===== config.mk =====
export PLATFORM = sky130hd
export DESIGN_NAME = load_store_unit
export DESIGN_NICKNAME = d
export VERILOG_FILES = /design/src/rtl/load_store_unit.sv
export SDC_FILE = /design/constraint.sdc
export NUM_CORES = 1
export LEC_CHECK = 0
export ABC_AREA = 1
export CORE_MARGIN = 5
export CORE_UTILIZATION = 30
export CTS_CLUSTER_SIZE = 25
export DETAILED_ROUTE_END_ITERATION = 8
export PLACE_DENSITY = 0.65
export SLEW_MARGIN = 20
export SYNTH_ARGS = -nofsm -noshare
export SYNTH_HDL_FRONTEND = slang
export SYNTH_SLANG_ARGS = --single-unit

===== constraint.sdc =====
create_clock -name clk -period 2 [get_ports clk]
set_input_delay 0.4 -clock clk [delete_from_list [all_inputs] [get_ports clk]]
set_output_delay 0.4 -clock clk [all_outputs]
set_load 0.05 [all_outputs]

===== src/rtl/load_store_unit.sv =====
// MEM-stage load/store sequencer in front of a word-wide data memory.
// Handles byte/half/word accesses, sub-word stores by read-modify-write, and address checks.
module load_store_unit #(
    parameter int unsigned DEPTH_WORDS = 32,
    parameter bit          BIG_ENDIAN  = 1'b1
) (
    input  logic        clk,
    input  logic        reset,
    input  logic        ReqValid,
    input  logic        ReqRead,
    input  logic        ReqWrite,
    input  logic [1:0]  ReqSize,
    input  logic        ReqSigned,
    input  logic [31:0] ReqAddr,
    input  logic [31:0] ReqStoreData,
    output logic        Busy,
    output logic        Done,
    output logic        AddrErr,
    output logic [31:0] LoadData,
    output logic        MemRead,
    output logic [31:0] ReadAddress,
    input  logic [31:0] ReadData,
    output logic        MemWrite,
    output logic [31:0] WriteAddress,
    output logic [31:0] WriteData
);

    localparam logic [1:0]  SIZE_BYTE  = 2'b00;
    localparam logic [1:0]  SIZE_HALF  = 2'b01;
    localparam logic [1:0]  SIZE_WORD  = 2'b10;
    localparam logic [31:0] ADDR_LIMIT = 32'(4 * DEPTH_WORDS);

    typedef enum logic [1:0] {
        IDLE     = 2'd0,
        RD_ISSUE = 2'd1,
        RD_DATA  = 2'd2,
        WR       = 2'd3
    } state_t;

    state_t      state, state_nxt;
    logic [1:0]  op_off, op_off_nxt;
    logic [1:0]  op_size, op_size_nxt;
    logic        op_signed, op_signed_nxt;
    logic        op_write, op_write_nxt;
    logic [31:0] op_wdata, op_wdata_nxt;
    logic [31:0] mem_addr, mem_addr_nxt;

    logic        busy_nxt, done_nxt, addr_err_nxt, mem_read_nxt, mem_write_nxt;
    logic [31:0] load_data_nxt, write_data_nxt;

    logic        req_err_c;
    logic [1:0]  lane_idx_c;
    logic [4:0]  lane_shift_c;
    logic [31:0] lane_mask_c;
    logic [31:0] lane_val_c;
    logic [31:0] load_ext_c;
    logic [31:0] merged_c;

    // Address/size legality of the request currently presented
    always_comb begin
        req_err_c = (ReqSize == 2'b11)
                  | ((ReqSize == SIZE_HALF) & ReqAddr[0])
                  | ((ReqSize == SIZE_WORD) & (ReqAddr[1:0] != 2'b00))
                  | (ReqAddr >= ADDR_LIMIT);
    end

    // Lane position of the latched access within the memory word
    always_comb begin
        lane_idx_c = op_off;
        if (BIG_ENDIAN) begin
            lane_idx_c = (op_size == SIZE_HALF) ? (2'd2 - op_off) : (2'd3 - op_off);
        end
        lane_shift_c = {lane_idx_c, 3'b000};
        lane_mask_c  = (op_size == SIZE_HALF) ? (32'h0000_FFFF << lane_shift_c)
                                              : (32'h0000_00FF << lane_shift_c);
        lane_val_c   = ReadData >> lane_shift_c;
    end

    // Load extraction/extension and store lane merge
    always_comb begin
        case (op_size)
            SIZE_BYTE: load_ext_c = op_signed ? {{24{lane_val_c[7]}}, lane_val_c[7:0]}
                                              : {24'd0, lane_val_c[7:0]};
            SIZE_HALF: load_ext_c = op_signed ? {{16{lane_val_c[15]}}, lane_val_c[15:0]}
                                              : {16'd0, lane_val_c[15:0]};
            default:   load_ext_c = ReadData;
        endcase
        merged_c = (ReadData & ~lane_mask_c) | ((op_wdata << lane_shift_c) & lane_mask_c);
    end

    // Next-state and next-output logic
    always_comb begin
        state_nxt      = state;
        op_off_nxt     = op_off;
        op_size_nxt    = op_size;
        op_signed_nxt  = op_signed;
        op_write_nxt   = op_write;
        op_wdata_nxt   = op_wdata;
        mem_addr_nxt   = mem_addr;
        done_nxt       = 1'b0;
        addr_err_nxt   = 1'b0;
        mem_read_nxt   = 1'b0;
        mem_write_nxt  = 1'b0;
        load_data_nxt  = LoadData;
        write_data_nxt = WriteData;

        case (state)
            IDLE: begin
                if (ReqValid && (ReqRead || ReqWrite)) begin
                    if (req_err_c) begin
                        done_nxt      = 1'b1;
                        addr_err_nxt  = 1'b1;
                        load_data_nxt = 32'd0;
                    end else begin
                        op_off_nxt    = ReqAddr[1:0];
                        op_size_nxt   = ReqSize;
                        op_signed_nxt = ReqSigned;
                        op_write_nxt  = ~ReqRead;
                        op_wdata_nxt  = ReqStoreData;
                        mem_addr_nxt  = {ReqAddr[31:2], 2'b00};
                        if (!ReqRead && (ReqSize == SIZE_WORD)) begin
                            state_nxt      = WR;
                            mem_write_nxt  = 1'b1;
                            write_data_nxt = ReqStoreData;
                        end else begin
                            state_nxt    = RD_ISSUE;
                            mem_read_nxt = 1'b1;
                        end
                    end
                end
            end
            RD_ISSUE: begin
                state_nxt = RD_DATA;
            end
            RD_DATA: begin
                if (op_write) begin
                    state_nxt      = WR;
                    mem_write_nxt  = 1'b1;
                    write_data_nxt = merged_c;
                end else begin
                    state_nxt     = IDLE;
                    done_nxt      = 1'b1;
                    load_data_nxt = load_ext_c;
                end
            end
            WR: begin
                state_nxt = IDLE;
                done_nxt  = 1'b1;
            end
            default: state_nxt = IDLE;
        endcase

        busy_nxt = (state_nxt != IDLE);
    end

    // State, latched request and registered outputs
    always_ff @(posedge clk) begin
        if (reset) begin
            state        <= IDLE;
            op_off       <= 2'd0;
            op_size      <= 2'd0;
            op_signed    <= 1'b0;
            op_write     <= 1'b0;
            op_wdata     <= 32'd0;
            mem_addr     <= 32'd0;
            Busy         <= 1'b0;
            Done         <= 1'b0;
            AddrErr      <= 1'b0;
            LoadData     <= 32'd0;
            MemRead      <= 1'b0;
            MemWrite     <= 1'b0;
            ReadAddress  <= 32'd0;
            WriteAddress <= 32'd0;
            WriteData    <= 32'd0;
        end else begin
            state        <= state_nxt;
            op_off       <= op_off_nxt;
            op_size      <= op_size_nxt;
            op_signed    <= op_signed_nxt;
            op_write     <= op_write_nxt;
            op_wdata     <= op_wdata_nxt;
            mem_addr     <= mem_addr_nxt;
            Busy         <= busy_nxt;
            Done         <= done_nxt;
            AddrErr      <= addr_err_nxt;
            LoadData     <= load_data_nxt;
            MemRead      <= mem_read_nxt;
            MemWrite     <= mem_write_nxt;
            ReadAddress  <= mem_addr_nxt;
            WriteAddress <= mem_addr_nxt;
            WriteData    <= write_data_nxt;
        end
    end

endmodule


==> impl_metrics.json <==
{
  "first_iter_violations": 551,
  "cts.clk_slew.worst_paths_ns": 0.06,
  "grt_usage_pct": 18.2,
  "drc": 0,
  "clock-root-buffer": "clkbuf_16",
  "nets": 1377,
  "yosys.cell_count.top_type": "nand2_1",
  "powerDensity_nw_per_um2": 618,
  "firstDrtPassIters": 5,
  "r2r_slack_ns": 0.09,
  "grt_max_degree": 52,
  "ir_drop_mv": 0.457,
  "finalCoreUtilization_pct": 44.8,
  "worstMarginPinSlew_ns": 0.520,
  "layout-drive-gt1-share_pct": 16.6,
  "max_freq_ghz": 0.510,
  "fp.dieW_microns": 163,
  "antenna_found_initial": 4,
  "yosysTopAreaCell": "dfxtp_1",
  "synthTopCellsByCount": "nand2_1, nor2_1, dfxtp_1",
  "globalRouteOverflowTotal": 0,
  "syn_to_final_growth_pct": 48.2,
  "io_buffers": 232,
  "critPathTopFamily": "buffers and inverters",
  "yosys_warnings": 0,
  "core_area_sq_um": 23300,
  "hold_start": "mem_addr[27]",
  "period_share_pct": 98.0,
  "ys_ff_latch": 131,
  "cts-buffers-inserted": 17,
  "cp_max_fo": 2,
  "worst_setup_path_start_kind": "flop",
  "rsz0062_at_grt": "true",
  "status": "completed",
  "grt_pass1_wl_mm": 38.5,
  "synthFlopType": "dfxtp_1",
  "dp.cells": 1561,
  "hp-class": "flop to flop",
  "synth_async_sr_flop_share_pct": 0,
  "slew_headroom_pct": 65.2,
  "antenna-diode-count": 0,
  "htreeDepth": 4,
  "cts.sinks": 131,
  "fin_crit_ns": 1.96,
  "setup_viol": 0,
  "finalWirelength_mm": 24.8,
  "yosysTopAreaCellShare_pct": 37.3,
  "r2r_start": "op_size[0]",
  "drtAntennaViolNets": 0,
  "worst_slack_ns": 0.0406,
  "synth-seq-area-share_pct": 37.3,
  "die_h_microns": 163,
  "vias_per_cell": 4.64,
  "initial_core_util_pct": 30.2,
  "tns_ns": 0,
  "dr_total_vias": 7425,
  "post_drt_wl_per_cell_microns": 15.5,
  "dpl.hpwl_mm": 18.7,
  "syn_area_sq_um": 7030,
  "synthTopCellsByArea": "dfxtp_1, nand2_1, nand3_1",
  "post_synth.cell_area_avg_sq_um": 6.65,
  "ys_types": 35,
  "holdBufCountCts": 0,
  "endpoint_kind": "output pin",
  "reg2reg_to": "LoadData[10]",
  "max_stage_delay_ns": 0.81,
  "critPathRequiredTime_ns": 1.60,
  "cts_tree": "done",
  "clk_latency_ns": 0.42,
  "final.setup_skew_ns": 0.00963,
  "row_count": 56,
  "first_global_vias": 7315,
  "reg2reg_depth": 13,
  "hold_violations": 0,
  "dieArea_sq_um": 26600,
  "holdPathEnd": "mem_addr[27]",
  "worst-path-buf-inv": 1,
  "crit_slowest_cell": "clkdlybuf4s50_1",
  "slew_violations": 0,
  "synth_edf_count": 0,
  "ctsLongestPathBuffers": 2,
  "p_leak_nw": 5.38,
  "place.gp.congestion": 0.879,
  "path_cells": "clkdlybuf4s50_1",
  "cap_violations": 0,
  "fillers": 2411,
  "cp_data_arrival_time_ns": 1.56,
  "stdcell_count": 1601,
  "ios": 237,
  "criticalPathCategory": "flop to output pin",
  "hold_depth": 2,
  "pre_cts_slack_ns": -0.199,
  "syn_inst": 1057
}
power by group:
group	total [W]	internal (W)	leakage (nW)	switching, W
clock network	0.00334	0.00211	0.291	0.00123
registers	0.00261	0.00261	1.06	0.000000641
logic	0.000490	0.000258	4.03	0.000232
total	0.00644	0.00498	5.38	0.00146
worst max path at each step:
stage                 start              end  slack, ns  cells after the start
2_1_floorplan    op_size[1]     LoadData[21]       0.02                     14
3_3_place_gp     ReqAddr[7]     op_wdata[10]      -0.20                      9
3_5_place_dp     ReqAddr[7]      op_wdata[6]      -0.20                      9
4_1_cts        mem_addr[31]  ReadAddress[31]     0.0002                      1
5_1_grt          op_size[0]      LoadData[9]      -0.03                     13
6_report       LoadData[25]     LoadData[25]       0.04                      1
through the flow:
step           hold WS, ns  power [W]  instance area [sq um]
6_report             0.459    0.00644                  10400
5_1_grt              0.480    0.00666                  10400
4_1_cts              0.464    0.00650                  10200
3_5_place_dp         0.456    0.00315                   9590
3_3_place_gp         0.451    0.00316                   9590
2_1_floorplan        0.442    0.00285                   7060
per-layer routing:
layer | vias up | part of all wire (%) | GRT usage (%)
met3 | 43 | 6.5 | 4.31
met4 | 8 | 1.9 | 5.60
met1 | 3353 | 41 | 21.9
met2 | 254 | 50 | 32.0
li1 | 3767 | - | -
met5 | - | 0.22 | 0
sequential cells by signal, indices dropped and copies added, names as in the netlist:
name,flops
AddrErr,1
MemRead,1
mem_addr,30
op_off,2
WriteData,32
state,2
Busy,1
op_size,2
op_wdata,24
LoadData,32
op_signed,1
op_write,1
MemWrite,1
Done,1
cells in the final DEF (no fill, tap or decap), drive strengths merged, types with 32 or more instances in the layout:
master / synthesis / final
a21oi: 39 / 39
buf: 78 / 114
clkdlybuf4s50: 0 / 111
dfxtp: 131 / 131
dlygate4sd2: 0 / 54
inv: 90 / 91
nand2: 276 / 277
nand3: 122 / 122
nand3b: 32 / 32
nor2: 159 / 159
o21ai: 61 / 61
cell type report:
class | instances | area, sq um | area share, %
Clock buffer | 18 | 439 | 4.21
Clock inverter | 12 | 181 | 1.74
Inverter | 91 | 348 | 3.34
Multi-Input combinational cell | 737 | 3590 | 34.5
Sequential cell | 131 | 2630 | 25.2
Tap cell | 319 | 399 | 3.83
Timing Repair Buffer | 293 | 2840 | 27.2
kinds of logic after synthesis:
| logic type | share of synthesized area, % |
|---|---|
| AOI/OAI and AO/OA | 10.8 |
| adders and majority gates | 0.356 |
| buffers and inverters | 13.6 |
| DFF | 37.3 |
| other | 0.0533 |
| and+or+nand+nor | 37.9 |
timing repair:
| action | CTS | global route |
|---|---|---|
| gates cloned | 0 | 3 |
| pin swaps | 1 | 14 |
| gates resized for setup | 56 | 62 |
| setup endpoints to repair | 62 | 64 |
| buffers inserted | 0 | 7 |
Note: power is estimated with default switching activity, not from simulation.
